File: config.mk
export PLATFORM = sky130hd
export DESIGN_NAME = alu_seq_shifter
export DESIGN_NICKNAME = d
export VERILOG_FILES = /design/src/rtl/alu_pkg.sv /design/src/rtl/alu_seq_shifter.sv
export SDC_FILE = /design/constraint.sdc
export NUM_CORES = 1
export LEC_CHECK = 0
export CAP_MARGIN = 20
export CORE_AREA = 2 2 128 99
export CTS_CLUSTER_DIAMETER = 50
export CTS_CLUSTER_SIZE = 20
export DETAILED_ROUTE_END_ITERATION = 12
export DIE_AREA = 0 0 130 101
export PLACE_DENSITY = 0.65
export SYNTH_ARGS = -nofsm -noshare
export SYNTH_HDL_FRONTEND = slang
export SYNTH_SLANG_ARGS = --single-unit
File: constraint.sdc
create_clock -name clk -period 4.7 [get_ports clk]
set_input_delay 0.94 -clock clk [delete_from_list [all_inputs] [get_ports clk]]
set_output_delay 0.94 -clock clk [all_outputs]
set_load 0.005 [all_outputs]
File: src/rtl/alu_pkg.sv
// ---------------------------------------------------------------------------
// alu_pkg -- shared definitions for the ALU family (used by alu_seq_shifter).
//
// Contents:
//   OP_SLL / OP_SRL / OP_SRA / OP_ROL / OP_ROR : 4-bit op codes
//   state_e                                    : sequential shifter FSM states
//
// Rotate op codes are always defined here. Whether the shifter treats them as
// legal depends on the ALU_SHIFT_ROT_EN macro, evaluated in alu_seq_shifter.
// ---------------------------------------------------------------------------
package alu_pkg;

  localparam logic [3:0] OP_SLL = 4'h5;
  localparam logic [3:0] OP_SRL = 4'h6;
  localparam logic [3:0] OP_SRA = 4'h7;
  localparam logic [3:0] OP_ROL = 4'h8;
  localparam logic [3:0] OP_ROR = 4'h9;

  typedef enum logic [1:0] {
    IDLE  = 2'd0,
    SHIFT = 2'd1,
    DONE  = 2'd2
  } state_e;

endpackage

File: src/rtl/alu_seq_shifter.sv
// ---------------------------------------------------------------------------
// alu_seq_shifter -- multi-cycle shifter, one bit per clock.
//
// Configuration macro: ALU_SHIFT_ROT_EN
//   defined   : op 4'h8 (ROL) and 4'h9 (ROR) rotate one bit per SHIFT cycle.
//   undefined : 4'h8 and 4'h9 are illegal (y=0, err=1).
//
// Ports:
//   clk, rst_n            clock, asynchronous active-low reset
//   in_valid / in_ready   request handshake (in_ready high only in IDLE)
//   op, a, b              op code, value to shift, shift amount (b[SW-1:0])
//   out_valid / out_ready result handshake (out_valid high only in DONE)
//   y                     shifted result
//   carry, overflow       always 0
//   zero, negative        y == 0, y[WIDTH-1]
//   err                   unsupported op code
//
// Handshake: a transfer happens on a rising edge where valid && ready are
// both high. A producer holds its payload stable while valid is high and
// ready is low. Requests seen while busy are ignored.
//
// The FSM state is held in state_q for checkers to observe.
// ---------------------------------------------------------------------------
module alu_seq_shifter
  import alu_pkg::*;
#(
  parameter int WIDTH = 32
) (
  input  logic             clk,
  input  logic             rst_n,
  input  logic             in_valid,
  output logic             in_ready,
  input  logic [3:0]       op,
  input  logic [WIDTH-1:0] a,
  input  logic [WIDTH-1:0] b,
  output logic             out_valid,
  input  logic             out_ready,
  output logic [WIDTH-1:0] y,
  output logic             carry,
  output logic             overflow,
  output logic             zero,
  output logic             negative,
  output logic             err
);

  localparam int SW = $clog2(WIDTH);

  state_e           state_q, state_d;
  logic [WIDTH-1:0] work_q, work_d;
  logic [WIDTH-1:0] y_q, y_d;
  logic [SW-1:0]    count_q, count_d;
  logic [3:0]       op_q, op_d;
  logic             err_q, err_d;
  logic             zero_q, zero_d;
  logic             neg_q, neg_d;
  logic             in_ready_q, in_ready_d;
  logic             out_valid_q, out_valid_d;

  logic [SW-1:0]    shamt;
  logic [WIDTH-1:0] shifted;
  logic             unused_b;

  assign shamt    = b[SW-1:0];
  assign unused_b = ^b[WIDTH-1:SW];

  function automatic logic op_legal(input logic [3:0] o);
    logic ok;
    case (o)
      OP_SLL, OP_SRL, OP_SRA: ok = 1'b1;
`ifdef ALU_SHIFT_ROT_EN
      OP_ROL, OP_ROR:         ok = 1'b1;
`endif
      default:                ok = 1'b0;
    endcase
    return ok;
  endfunction

  // One-bit step of the working register for the captured op.
  function automatic logic [WIDTH-1:0] step(input logic [3:0] o,
                                            input logic [WIDTH-1:0] v);
    logic [WIDTH-1:0] r;
    case (o)
      OP_SLL:  r = {v[WIDTH-2:0], 1'b0};
      OP_SRL:  r = {1'b0, v[WIDTH-1:1]};
      OP_SRA:  r = {v[WIDTH-1], v[WIDTH-1:1]};
`ifdef ALU_SHIFT_ROT_EN
      OP_ROL:  r = {v[WIDTH-2:0], v[WIDTH-1]};
      OP_ROR:  r = {v[0], v[WIDTH-1:1]};
`endif
      default: r = v;
    endcase
    return r;
  endfunction

  assign shifted = step(op_q, work_q);

  always_comb begin
    state_d     = state_q;
    work_d      = work_q;
    y_d         = y_q;
    count_d     = count_q;
    op_d        = op_q;
    err_d       = err_q;
    in_ready_d  = in_ready_q;
    out_valid_d = out_valid_q;

    case (state_q)
      IDLE: begin
        if (in_valid) begin
          op_d       = op;
          work_d     = a;
          in_ready_d = 1'b0;
          if (!op_legal(op)) begin
            y_d         = '0;
            err_d       = 1'b1;
            state_d     = DONE;
            out_valid_d = 1'b1;
          end else if (shamt == '0) begin
            y_d         = a;
            err_d       = 1'b0;
            state_d     = DONE;
            out_valid_d = 1'b1;
          end else begin
            count_d = shamt;
            state_d = SHIFT;
          end
        end
      end
      SHIFT: begin
        work_d  = shifted;
        count_d = count_q - SW'(1);
        // The edge performing the final shift also publishes the result.
        if (count_q == SW'(1)) begin
          y_d         = shifted;
          err_d       = 1'b0;
          state_d     = DONE;
          out_valid_d = 1'b1;
        end
      end
      DONE: begin
        if (out_ready) begin
          state_d     = IDLE;
          out_valid_d = 1'b0;
          in_ready_d  = 1'b1;
        end
      end
      default: begin
        state_d     = IDLE;
        out_valid_d = 1'b0;
        in_ready_d  = 1'b1;
      end
    endcase

    // Flags follow y_d, so they only change when a new result is loaded.
    zero_d = (y_d == '0);
    neg_d  = y_d[WIDTH-1];
  end

  always_ff @(posedge clk or negedge rst_n) begin
    if (!rst_n) begin
      state_q     <= IDLE;
      work_q      <= '0;
      y_q         <= '0;
      count_q     <= '0;
      op_q        <= '0;
      err_q       <= 1'b0;
      zero_q      <= 1'b1;
      neg_q       <= 1'b0;
      in_ready_q  <= 1'b1;
      out_valid_q <= 1'b0;
    end else begin
      state_q     <= state_d;
      work_q      <= work_d;
      y_q         <= y_d;
      count_q     <= count_d;
      op_q        <= op_d;
      err_q       <= err_d;
      zero_q      <= zero_d;
      neg_q       <= neg_d;
      in_ready_q  <= in_ready_d;
      out_valid_q <= out_valid_d;
    end
  end

  assign in_ready  = in_ready_q;
  assign out_valid = out_valid_q;
  assign y         = y_q;
  assign err       = err_q;
  assign zero      = zero_q;
  assign negative  = neg_q;
  assign carry     = 1'b0;
  assign overflow  = 1'b0;

endmodule

======== Yosys cells after proc, flatten, opt, wreduce, memory -nomap -nowiden ========
Index checks and enable logic that the tools add are counted.
word-level totals
  flip-flop bits (word level) ............. 80
  latch bits .............................. 0
  bits in writable memories ............... 0
  bits in read-only memories .............. 0
  input port bits ......................... 72
  memories ................................ 0
cells by class
  add/sub/neg operators ................... 1
  $mul .................................... 0
  div/mod/pow operators ................... 0
  $lt $le $gt $ge ......................... 0
  equality and inequality tests ........... 15
  shifts and indexed selects .............. 0
  muxes and demuxes ....................... 35
  bitwise operators ....................... 1
  reductions and logical operators ........ 12
operators with widths
  operator                                                            count
  32-bit 2-to-1 mux                                                   5
  32-bit one-hot mux with 2 select lines                              2
  32-bit one-hot mux with 3 select lines                              1
  32-bit zero test                                                    1
  4-bit by 3-bit == test with 1-bit output, second input constant     6
  5-bit 2-to-1 mux                                                    3
  1-bit 2-to-1 mux                                                    14
  4-bit AND reduction                                                 3
  2-bit 2-to-1 mux                                                    5
  2-bit inequality test, second input constant                        5
  5-bit one-hot mux with 2 select lines                               1
  1-bit one-hot mux with 3 select lines                               2
  2-bit one-hot mux with 3 select lines                               1
  3-bit AND reduction                                                 2
  5-bit by 1-bit == test with 1-bit output, second input constant     1
  5-bit zero test                                                     1
  5-bit by 1-bit subtractor with 5-bit output, second input constant  1
  2-bit AND reduction                                                 2
  3-bit inequality test, second input constant                        1
  3-bit OR reduction                                                  1
  2-bit by 1-bit == test with 1-bit output, second input constant     1
  2-bit == test, second input constant                                1
  2-bit zero test                                                     1
  1-bit one-hot mux with 2 select lines                               1
  other kinds (2)                                                     2

======== Logic depth before layout (Yosys ltp) ========
  depth after elaboration ................. 9
  gate-level depth with buffers ........... 12
  mapped depth without buffers ............ 10

======== Worst setup path after synthesis ========
Ideal clock, no wire load.
  path type ............................... in2reg
  start point ............................. in in_valid
  end point ............................... reg zero_q (netlist: zero)
  arrival time ............................ 2,663 ps
  data required time ...................... 4,621 ps
  slack ................................... 1,958 ps
  stages on the path ...................... 11
  buffers on the path ..................... 3
  path through ............................ or3b_1 -> buf_6 -> nor3_1 -> and2_1 -> buf_4 -> buf_4 -> a22oi_1 -> and3b_1 -> nand4_1 -> nor3_1 -> and4b_1
between the ends
  longest elaborated chain between the ends .. 3
RTL lines
  item                                    line                    RTL
  start: declaration                      alu_seq_shifter.sv:31   input logic in_valid,
  32-bit 2-to-1 mux                       alu_seq_shifter.sv:109  if (in_valid) begin
  32-bit one-hot mux with 2 select lines  alu_seq_shifter.sv:107  case (state_q)
  32-bit zero test                        alu_seq_shifter.sv:155  zero_d = (y_d == '0);
  net zero_d                              alu_seq_shifter.sv:54   logic zero_q, zero_d;
  end signal: assignment                  alu_seq_shifter.sv:178  zero_q <= zero_d;
  end: declaration                        alu_seq_shifter.sv:54
The timed path passes the listed nets, and every way through them passes these cells.
A chain may end at the register's enable or synchronous reset.

======== Worst setup path after layout ========
  start point ............................. in in_valid
  end point ............................... reg zero_q (netlist: zero)
between the ends
  longest elaborated chain between the ends .. 3
RTL lines
  item                                    line                    RTL
  32-bit 2-to-1 mux                       alu_seq_shifter.sv:109
  32-bit one-hot mux with 2 select lines  alu_seq_shifter.sv:107
  net y_d[4]                              alu_seq_shifter.sv:50   logic [WIDTH-1:0] y_q, y_d;
  32-bit zero test                        alu_seq_shifter.sv:155
  net zero_d                              alu_seq_shifter.sv:54
The timed path passes the listed nets, and every way through them passes these cells.

==> impl_metrics.toml <==
[critical_path]
cpMostUsedCell = "nor3_1"
arrival_ps = 3890
critPathBufInv = 2
slowest_delay_ps = 560
critPathLaunchType = "input pin"
required_ps = 4990
crit_chain = "clkdlybuf4s50_1 > or3b_1 > nor3_1 > and2_1 > buf_4 > a22oi_1 > nand2_1 > or4_1 > nor3_1 > and4b_1"
critPathMaxFanout = 11
cp_slowest_cell = "or4_1"
critPathTopFamily = "simple AND/OR/NAND/NOR gates"
path_class = "in2reg"
cp-end-kind = "register"

[global_routing]
grt_max_degree = 80
grt-ovfl-total = 0
top_usage_layer = "met1"
grt_pass1_wl_mm = 23.67
antenna_found_initial = 0
use_met3_pct = 5.626
track_usage_pct = 23.55
use_met2_pct = 34.43
use_met1_pct = 34.61
grt_pass1_vias = 4345

[sta]
tightest_slew_ps = 993.2
drv_slew = 0
max_freq_mhz = 277.8
finalCritPeriodShare_pct = 76.60
relSlewSlack_pct = 33.79
finalSetupViolations = 0
skew_ps = 6.891
fin_crit_ps = 3600
tns_ps = 0
grt_setup_unrepaired = "no"
hold_viol_final = 0

[route]
drtIter0Drc = 588
drtPass1Iterations = 5
num_vias = 4541
final_antenna_net_count = 0
wl_mm = 14.75
post_drt_wl_per_cell_um = 18.96
drcViolationCount = 0
viasPerCell = 5.837

[cells_and_area]
syn_to_final_growth_pct = 26.49
fillers = 1172
instances_no_fill = 778
nets = 681
antenna_cells = 0
finish.utilization_pct = 49.13
layout-drive-gt1-share_pct = 7.680
multiInputGateArea_um2 = 2389
regArea_um2 = 1979

[place]
place.gp.congestion = 0.8713
place_hpwl_mm = 10.38
io_buffers = 81
dp_cells = 761

[logic_synthesis]
synth_area_um2 = 4643
ys_top_cells_by_area = "dfrtp_1, a21oi_1, o21ai_0"
synth_edf_count = 0
yosysUniqueCellTypes = 63
synth_top_cell_area_share_pct = 41.50
synth_top_area_cell = "dfrtp_1"
ys_warn_count = 0
synth_ff_type = "dfrtp_1"
async_reset_ff_share_pct = 100.0
ys_ff_latch = 79
syn_avg_cell_area_um2 = 8.520
yosysSeqAreaShare_pct = 42.63
syn_inst = 545

[clock_network]
cts_made_buffers = 9
root_buffer = "clkbuf_16"
hold_buffers = 0
path_clk_slew_ps = 60
cts_tree = "built"
clock-sinks = 79
htreeDepth = 3
cts_setup_buffers = 0
cts_max_path_buffers = 2
cts-resized-gates = 0
clk_latency_ps = 340

[flow_run]
drv_cap = 0

[worst_hold_path]
hold_path.class = "in2async"

[pwr]
ir_drop_mv = 0.1993
cellLeakagePower_uw = 0.002417
p_per_area_nw_per_um2 = 579.4

[die]
start_util_pct = 38.84
die_width_um = 130
die-area_um2 = 13130
io_pins = 111
coreArea_um2 = 11960
die_y_um = 101
rows = 35

[run_status]
outcome = "completed"
-- routing by layer --
layer | wire [um] | part of all wire, % | vias to the layer above
met5 | 0 | 0 | -
met3 | 1345 | 9.1 | 21
met4 | 217 | 1.5 | 0
met1 | 6886 | 47 | 2204
li1 | - | - | 2102
met2 | 6303 | 43 | 214
-- state kept, by name, indices dropped and copies added (netlist names) --
name / cells
zero: 1
in_ready: 1
state_q: 2
y: 31
work_q: 32
out_valid: 1
op_q: 4
negative: 1
count_q: 5
err: 1
-- worst register-to-register path, cell delays in order, from the launching register on --
cell	delay, ps
dfrtp_1	810
nor2_1	350
nor2_1	730
nand2_1	100
o21ai_0	250
a31oi_1	290
nor4_1	300
nor4b_1	330
and4b_1	240
-- stage by stage --
stage / instance area [um^2] / power, uW / worst slack (ps) / hold WS [ps]
2_1_floorplan: 4647 / 2170 / 1958 / 470.2
3_3_place_gp: 5545 / 2621 / 753.2 / 470.0
3_5_place_dp: 5545 / 2659 / 740.7 / 466.5
4_1_cts: 5846 / 3376 / 1107 / 480.7
5_1_grt: 5873 / 3633 / 913.5 / 422.4
6_report: 5873 / 3403 / 1100 / 420.4
-- final cells by class --
class,instances,share of cell area (%)
clock buffers,11,4.133
clock inverters,5,0.9800
inverters,15,0.9587
multi-input cells,406,40.67
flip-flops and latches,79,33.70
well taps,166,3.536
repair buffers,96,16.02
-- Yosys cell counts (3+ instances only) --
master and n:
a211oi_1 10, o21ai_0 46, a221oi_1 3, mux2_2 3, a221o_1 13, buf_1 5, mux2i_1 16, and2_1 4
nor4_1 6, o221ai_1 4, o2111ai_1 4, a31oi_1 10, buf_4 5, nor2_1 61, o22ai_1 14, a22oi_1 5
clkbuf_1 19, a21oi_1 54, or2_2 5, o22a_1 5, nor2b_1 7, nand2b_1 8, a22o_1 4, buf_2 14
dfrtp_1 77, inv_1 15, nand3_1 7, o211ai_1 5, nand2_1 60, nor3_1 12, o21bai_1 3
-- placed cells by master (no fill, tap or decap), types with 6 or more instances in the layout --
cell type	count
inv_1	15
o22ai_1	14
nor2_1	61
buf_4	15
nor4_1	6
nor2b_1	6
clkdlybuf4s50_1	80
nand3_1	7
nand2b_1	8
a221o_1	13
a211oi_1	10
nor3_1	12
a31oi_1	10
nand2_1	60
clkbuf_16	9
mux2i_1	16
o21ai_0	46
dfrtp_1	77
a21oi_1	54
-- logic make-up after synthesis --
family	Yosys count	share of synthesized area [%]
AOI/OAI and AO/OA	195	27.35
buffers and inverters	61	6.063
adders and majority gates	2	0.5389
DFF	79	42.63
other	1	0.08076
and+or+nand+nor	188	19.16
muxes	19	4.177
-- worst paths after layout --
| path | start | to | slack (ps) | depth (start not counted) |
|---|---|---|---|---|
| worst max-delay path | in_valid | zero | 1100 | 10 |
| worst min-delay path | rst_n | op_q[2] | 420 | 1 |
| worst max register to register | op_q[1] | zero | 1240 | 8 |
| worst min register to register | err | err | 470 | 2 |
| max in group asynchronous | rst_n | zero | 3660 | 2 |
| min in group clk | err | err | 470 | 2 |
-- where the power goes --
part / total (uW) / internal (uW) / switching [uW]
combinational: 1490 / 596 / 889
sequential: 1210 / 900 / 309
clock: 708 / 426 / 282
total: 3400 / 1920 / 1480
Power figures use the tool's default switching activity.
